`config.mk`:
```
export PLATFORM = sky130hd
export DESIGN_NAME = wb
export DESIGN_NICKNAME = d
export VERILOG_FILES = /design/src/rtl/wb.sv
export SDC_FILE = /design/constraint.sdc
export NUM_CORES = 1
export LEC_CHECK = 0
export ABC_CLOCK_PERIOD_IN_PS = 4400
export CELL_PAD_IN_SITES_DETAIL_PLACEMENT = 0
export CELL_PAD_IN_SITES_GLOBAL_PLACEMENT = 1
export CORE_ASPECT_RATIO = 1.75
export CORE_UTILIZATION = 36
export DETAILED_ROUTE_END_ITERATION = 8
export GPL_ROUTABILITY_DRIVEN = 0
export PLACE_DENSITY_LB_ADDON = 0.1
export SYNTH_ARGS = -nofsm -noshare
export SYNTH_HDL_FRONTEND = slang
export SYNTH_SLANG_ARGS = --single-unit
```
`constraint.sdc`:
```
create_clock -name Clock -period 4.4 [get_ports Clock]
set_input_delay 0.88 -clock Clock [delete_from_list [all_inputs] [get_ports Clock]]
set_output_delay 0.88 -clock Clock [all_outputs]
set_load 0.02 [all_outputs]
```
`src/rtl/wb.sv`:
```
// ---------------------------------------------------------------------------
// wb : write-back stage accumulator pair with forwarding.
//
// A MEM-stage beat (data + 3-bit command) is sampled on the rising clock edge
// when iValid_MEM is high. Its effect shows on the outputs one cycle later.
// Command 100 splits a write across two beats: the first beat loads B and
// parks the FSM in PAIR_HI. The next valid beat with code 100 then loads A.
//
// Ports
//   Clock            : single clock, rising-edge active
//   Reset            : synchronous, active-high
//   iDataFromMEM     : data beat (WIDTH bits)
//   iControlAcum_MEM : accumulator write command (3 bits)
//   iValid_MEM       : beat qualifier
//   oAcumA / oAcumB  : registered accumulator contents
//   oForwardData     : last value written to any accumulator (held)
//   oForwardValid    : one-cycle pulse qualifying oForwardData
//   oPairPending     : high while waiting for the high half of a pair
//   oError           : one-cycle pulse on reserved command or broken pair
//   oWriteCount      : completed writes, saturating at 255
// ---------------------------------------------------------------------------
module wb #(
  parameter int WIDTH = 8
) (
  input  logic             Clock,
  input  logic             Reset,
  input  logic [WIDTH-1:0] iDataFromMEM,
  input  logic [2:0]       iControlAcum_MEM,
  input  logic             iValid_MEM,
  output logic [WIDTH-1:0] oAcumA,
  output logic [WIDTH-1:0] oAcumB,
  output logic [WIDTH-1:0] oForwardData,
  output logic             oForwardValid,
  output logic             oPairPending,
  output logic             oError,
  output logic [7:0]       oWriteCount
);

  typedef enum logic [0:0] {
    IDLE    = 1'b0,
    PAIR_HI = 1'b1
  } state_e;

  localparam logic [2:0] CMD_NOP   = 3'b000;
  localparam logic [2:0] CMD_WR_A  = 3'b001;
  localparam logic [2:0] CMD_WR_B  = 3'b010;
  localparam logic [2:0] CMD_WR_AB = 3'b011;
  localparam logic [2:0] CMD_PAIR  = 3'b100;
  localparam logic [2:0] CMD_CLR_A = 3'b101;
  localparam logic [2:0] CMD_CLR_B = 3'b110;
  localparam logic [2:0] CMD_RSVD  = 3'b111;

  state_e           state_q, state_d;
  logic [WIDTH-1:0] acum_a_q, acum_a_d;
  logic [WIDTH-1:0] acum_b_q, acum_b_d;
  logic [WIDTH-1:0] fwd_data_q, fwd_data_d;
  logic             fwd_vld_q, fwd_vld_d;
  logic             err_q, err_d;
  logic [7:0]       wr_cnt_q, wr_cnt_d;

  function automatic logic [7:0] sat_inc(input logic [7:0] v);
    return (v == 8'hFF) ? v : v + 8'd1;
  endfunction

  // Next-state: decode the sampled beat against the current FSM state
  always_comb begin
    state_d    = state_q;
    acum_a_d   = acum_a_q;
    acum_b_d   = acum_b_q;
    fwd_data_d = fwd_data_q;
    fwd_vld_d  = 1'b0;
    err_d      = 1'b0;
    wr_cnt_d   = wr_cnt_q;

    if (iValid_MEM) begin
      if (state_q == PAIR_HI && iControlAcum_MEM == CMD_PAIR) begin
        // High half completes the pair; the pair counts as a single write.
        acum_a_d   = iDataFromMEM;
        fwd_data_d = iDataFromMEM;
        fwd_vld_d  = 1'b1;
        wr_cnt_d   = sat_inc(wr_cnt_q);
        state_d    = IDLE;
      end else begin
        // Any other beat in PAIR_HI breaks the pair: flag it, then run the
        // beat as an ordinary IDLE beat. B keeps the low half already loaded.
        if (state_q == PAIR_HI) begin
          err_d = 1'b1;
        end
        state_d = IDLE;
        unique case (iControlAcum_MEM)
          CMD_NOP: ;
          CMD_WR_A: begin
            acum_a_d   = iDataFromMEM;
            fwd_data_d = iDataFromMEM;
            fwd_vld_d  = 1'b1;
            wr_cnt_d   = sat_inc(wr_cnt_q);
          end
          CMD_WR_B: begin
            acum_b_d   = iDataFromMEM;
            fwd_data_d = iDataFromMEM;
            fwd_vld_d  = 1'b1;
            wr_cnt_d   = sat_inc(wr_cnt_q);
          end
          CMD_WR_AB: begin
            acum_a_d   = iDataFromMEM;
            acum_b_d   = iDataFromMEM;
            fwd_data_d = iDataFromMEM;
            fwd_vld_d  = 1'b1;
            wr_cnt_d   = sat_inc(wr_cnt_q);
          end
          CMD_PAIR: begin
            // Low half only: no forward pulse and no count until completion.
            acum_b_d = iDataFromMEM;
            state_d  = PAIR_HI;
          end
          CMD_CLR_A: begin
            acum_a_d   = '0;
            fwd_data_d = '0;
            fwd_vld_d  = 1'b1;
            wr_cnt_d   = sat_inc(wr_cnt_q);
          end
          CMD_CLR_B: begin
            acum_b_d   = '0;
            fwd_data_d = '0;
            fwd_vld_d  = 1'b1;
            wr_cnt_d   = sat_inc(wr_cnt_q);
          end
          CMD_RSVD: begin
            err_d = 1'b1;
          end
          default: ;
        endcase
      end
    end
  end

  // Register stage: reset overrides any beat sampled on the same edge
  always_ff @(posedge Clock) begin
    if (Reset) begin
      state_q    <= IDLE;
      acum_a_q   <= '0;
      acum_b_q   <= '0;
      fwd_data_q <= '0;
      fwd_vld_q  <= 1'b0;
      err_q      <= 1'b0;
      wr_cnt_q   <= 8'd0;
    end else begin
      state_q    <= state_d;
      acum_a_q   <= acum_a_d;
      acum_b_q   <= acum_b_d;
      fwd_data_q <= fwd_data_d;
      fwd_vld_q  <= fwd_vld_d;
      err_q      <= err_d;
      wr_cnt_q   <= wr_cnt_d;
    end
  end

  assign oAcumA        = acum_a_q;
  assign oAcumB        = acum_b_q;
  assign oForwardData  = fwd_data_q;
  assign oForwardValid = fwd_vld_q;
  assign oPairPending  = (state_q == PAIR_HI);
  assign oError        = err_q;
  assign oWriteCount   = wr_cnt_q;

endmodule

```
==> flow_summary.yaml <==
status:
  outcome: "finished, final reports clean"
logic_synthesis:
  postSynth.asyncResetShare_pct: 0
  post_synth_main_area_contributors: "dfxtp_1 47%, mux2i_1 5.4%, a21oi_1 5.1%, a22o_1 4.7%, nand2b_1 4.6%"
  synth_ff_type: "dfxtp_1"
  syn-num-nets: 172
  synth_sequential_area_ratio_pct: 47.3
  ys_ff_latch: 35
  synth_enable_flop_cells: 0
  netlist_area_um2: 1480
  synth_cell_types: 34
  synthesis.instances: 157
  mean_cell_area_of_the_mapped_netlist_um2: 9.44
  netlist.top_cell.by_area: "dfxtp_1"
  area_share_of_the_largest_cell_type_after_synthesis_pct: 47.3
  yosysWarningCount: 0
timing:
  worst-slew-pin-transition_ns: 0.836
  hold-worst-slack_ns: 0.477
  final_hold_viol_count: 0
  final.setup_skew_ns: 0.00491
  period_minus_slack_ns: 2.67
  fmaxAchievable_ghz: 0.375
  finalWorstSetupSlack_ns: 1.73
  timing.slew.headroom_pct: 44.3
  setup-tns-final_ns: 0
  rsz0062_at_grt: "no"
  min_period_over_period_pct: 60.6
  setup_violations: 0
  timing_max_transition_violations_final: 0
global_routing:
  grt_first_pass_wirelength_um: 6110
  number_of_global_route_vias_before_repair: 1274
  pin_count_of_the_biggest_net_entering_global_routing: 20
  track_usage_pct: 18.6
  grt.overflow.total: 0
  antenna_found_initial: 0
die:
  die_x_um: 50.5
  core_area_um2: 3900
  design.die.area_um2: 4390
  die-height_um: 86.9
  floorplan.initialDensity_pct: 38.0
  pin_count: 49
  rows: 30
clock_network:
  clk_pin_slew_ns: 0.08
  clock_latency_ns: 0.29
  post_cts_buffers: 0
  tritoncts: "done"
  cts-root-buf: "clkbuf_8"
  cts-root-to-sink-buffers: 2
  cts_hold_repair.buffers: 0
  h_tree_depth: 2
  post_cts_sizing_count: 0
  numCtsBuffers: 5
  clock_sink_count: 35
layout:
  antenna_diode_instance_count: 0
  number_of_nets_at_the_end_of_the_flow: 220
  areaGrowthSynthToFinish_pct: 43.5
  utilization_pct: 54.5
  final_layout_size_suffix_gt1_share_pct: 7.77
routing:
  routed_wl_um: 3720
  detailed_route_iter0_violations: 14
  detail_route.wl_per_cell_um: 14.6
  dr_total_vias: 1333
  drt.antenna.violating_nets: 0
  post-route-drc-count: 0
  post_drt_via_cell_ratio: 5.25
  detailedRoute.firstPassIterationCount: 4
worst_hold_path:
  holdCritPathClass: "flip-flop to flip-flop"
  timing.hold.worst_endpoint: "oAcumB[0]$_SDFFE_PP0P_"
  timing.hold.worst.start: "oAcumB[0]$_SDFFE_PP0P_"
  hold_depth: 2
worst_setup_path:
  timing.critical_path.required_ns: 4.63
  r2r_start: "oPairPending$_SDFFE_PP0P_"
  critical_path_peak_fanout: 18
  worstPathArrival_ns: 2.90
  rrSetupSlack_ns: 2.60
  r2r_end: "oForwardData[1]$_SDFFE_PP0P_"
  endpoint_kind: "flip-flop"
  critical_path_class: "primary input to flip-flop"
  critPathLaunchType: "primary input"
  r2r.worst_path.cells: 4
placement:
  dp_worst_setup_slack_ns: 1.42
  dpl.hpwl_um: 2710
  placement.io_buffers: 48
pwr:
  peakVddDrop_mv: 0.261
  static-leakage-power_uw: 0.000798
  power.density_cell_area_nw_per_um2: 374
job:
  cap_violations: 0
metal layers:
metal | up-vias | track usage, % | wire (um) | part of all wire [%]
met5 | - | 0 | 0 | 0
met4 | 0 | 6.06 | 51 | 1.4
met2 | 34 | 33.8 | 1980 | 53
met3 | 6 | 5.06 | 149 | 4.0
met1 | 631 | 20.3 | 1540 | 41
li1 | 662 | - | - | -
Yosys cell counts (3+ instances only):
cell type / instances
nand2_1: 3
a21oi_1: 15
or4_1: 3
o21ai_0: 3
and2_1: 8
nand3_1: 13
a22o_1: 8
o31ai_1: 3
nand2b_1: 11
mux2i_1: 8
inv_1: 3
clkbuf_1: 3
dfxtp_1: 35
nor2b_1: 4
nor2_1: 12
critical path, stage by stage:
cell and delay (ns):
clkdlybuf4s50_1 0.56, a21o_2 0.31, o211ai_4 0.42, nor2b_1 0.52, a22o_1 0.21
registers in the layout, summed over array words and instances (netlist names):
name and cells:
oForwardValid 1, oAcumB 8, oPairPending 1, oError 1, oForwardData 8, oAcumA 8, oWriteCount 8
cell usage in the layout (no fill, tap or decap), drive strengths merged, types with 5 or more instances in the layout:
master / instances
a21oi: 15
a22o: 8
and2: 8
clkbuf: 5
clkdlybuf4s50: 48
dfxtp: 35
mux2i: 8
nand2b: 11
nand3: 14
nor2: 12
how the worst max path moves through the flow:
stage	startpoint	to	cells after the start
floorplan	iControlAcum_MEM[2]	oWriteCount[5]$_SDFFE_PP0P_	5
global placement	iControlAcum_MEM[2]	oForwardData[4]$_SDFFE_PP0P_	5
detailed placement	iControlAcum_MEM[2]	oForwardData[1]$_SDFFE_PP0P_	5
CTS	iControlAcum_MEM[2]	oForwardData[1]$_SDFFE_PP0P_	5
global route	iControlAcum_MEM[2]	oForwardData[4]$_SDFFE_PP0P_	5
finish	iControlAcum_MEM[2]	oForwardData[1]$_SDFFE_PP0P_	5
stage by stage:
| step | total power (uW) | cells | instance area (um^2) |
|---|---|---|---|
| finish | 796 | 254 | 2130 |
| global route | 828 | 254 | 2130 |
| CTS | 804 | 254 | 2130 |
| detailed placement | 454 | 246 | 1990 |
| global placement | 452 | 246 | 1990 |
| floorplan | 404 | 157 | 1480 |
logic make-up after synthesis:
group,after synthesis,share of synthesized area (%)
AO/OA/AOI/OAI,35,17.0
buffers and inverters,11,3.46
adder cells (fa/ha/maj),1,0.844
flip-flops,35,47.3
AND/OR/NAND/NOR,66,25.2
multiplexers,9,6.16
report_power, final:
group	leakage (uW)	total [uW]	switching, uW	internal (uW)
sequential	0.000285	338	8.30	330
clock	0.0000644	349	123	226
combinational	0.000449	108	55.8	52.3
total	0.000798	796	187	608
layout make-up:
| type | count | area [um^2] |
|---|---|---|
| fill | 380 | 1780 |
| multi-input combinational | 111 | 731 |
| sequential | 35 | 701 |
| timing repair buffer | 49 | 488 |
| clock buffer | 5 | 68.8 |
| clock inverter | 3 | 67.6 |
| tap | 48 | 60.1 |
| inverter | 3 | 11.3 |
Power figures use the tool's default switching activity.
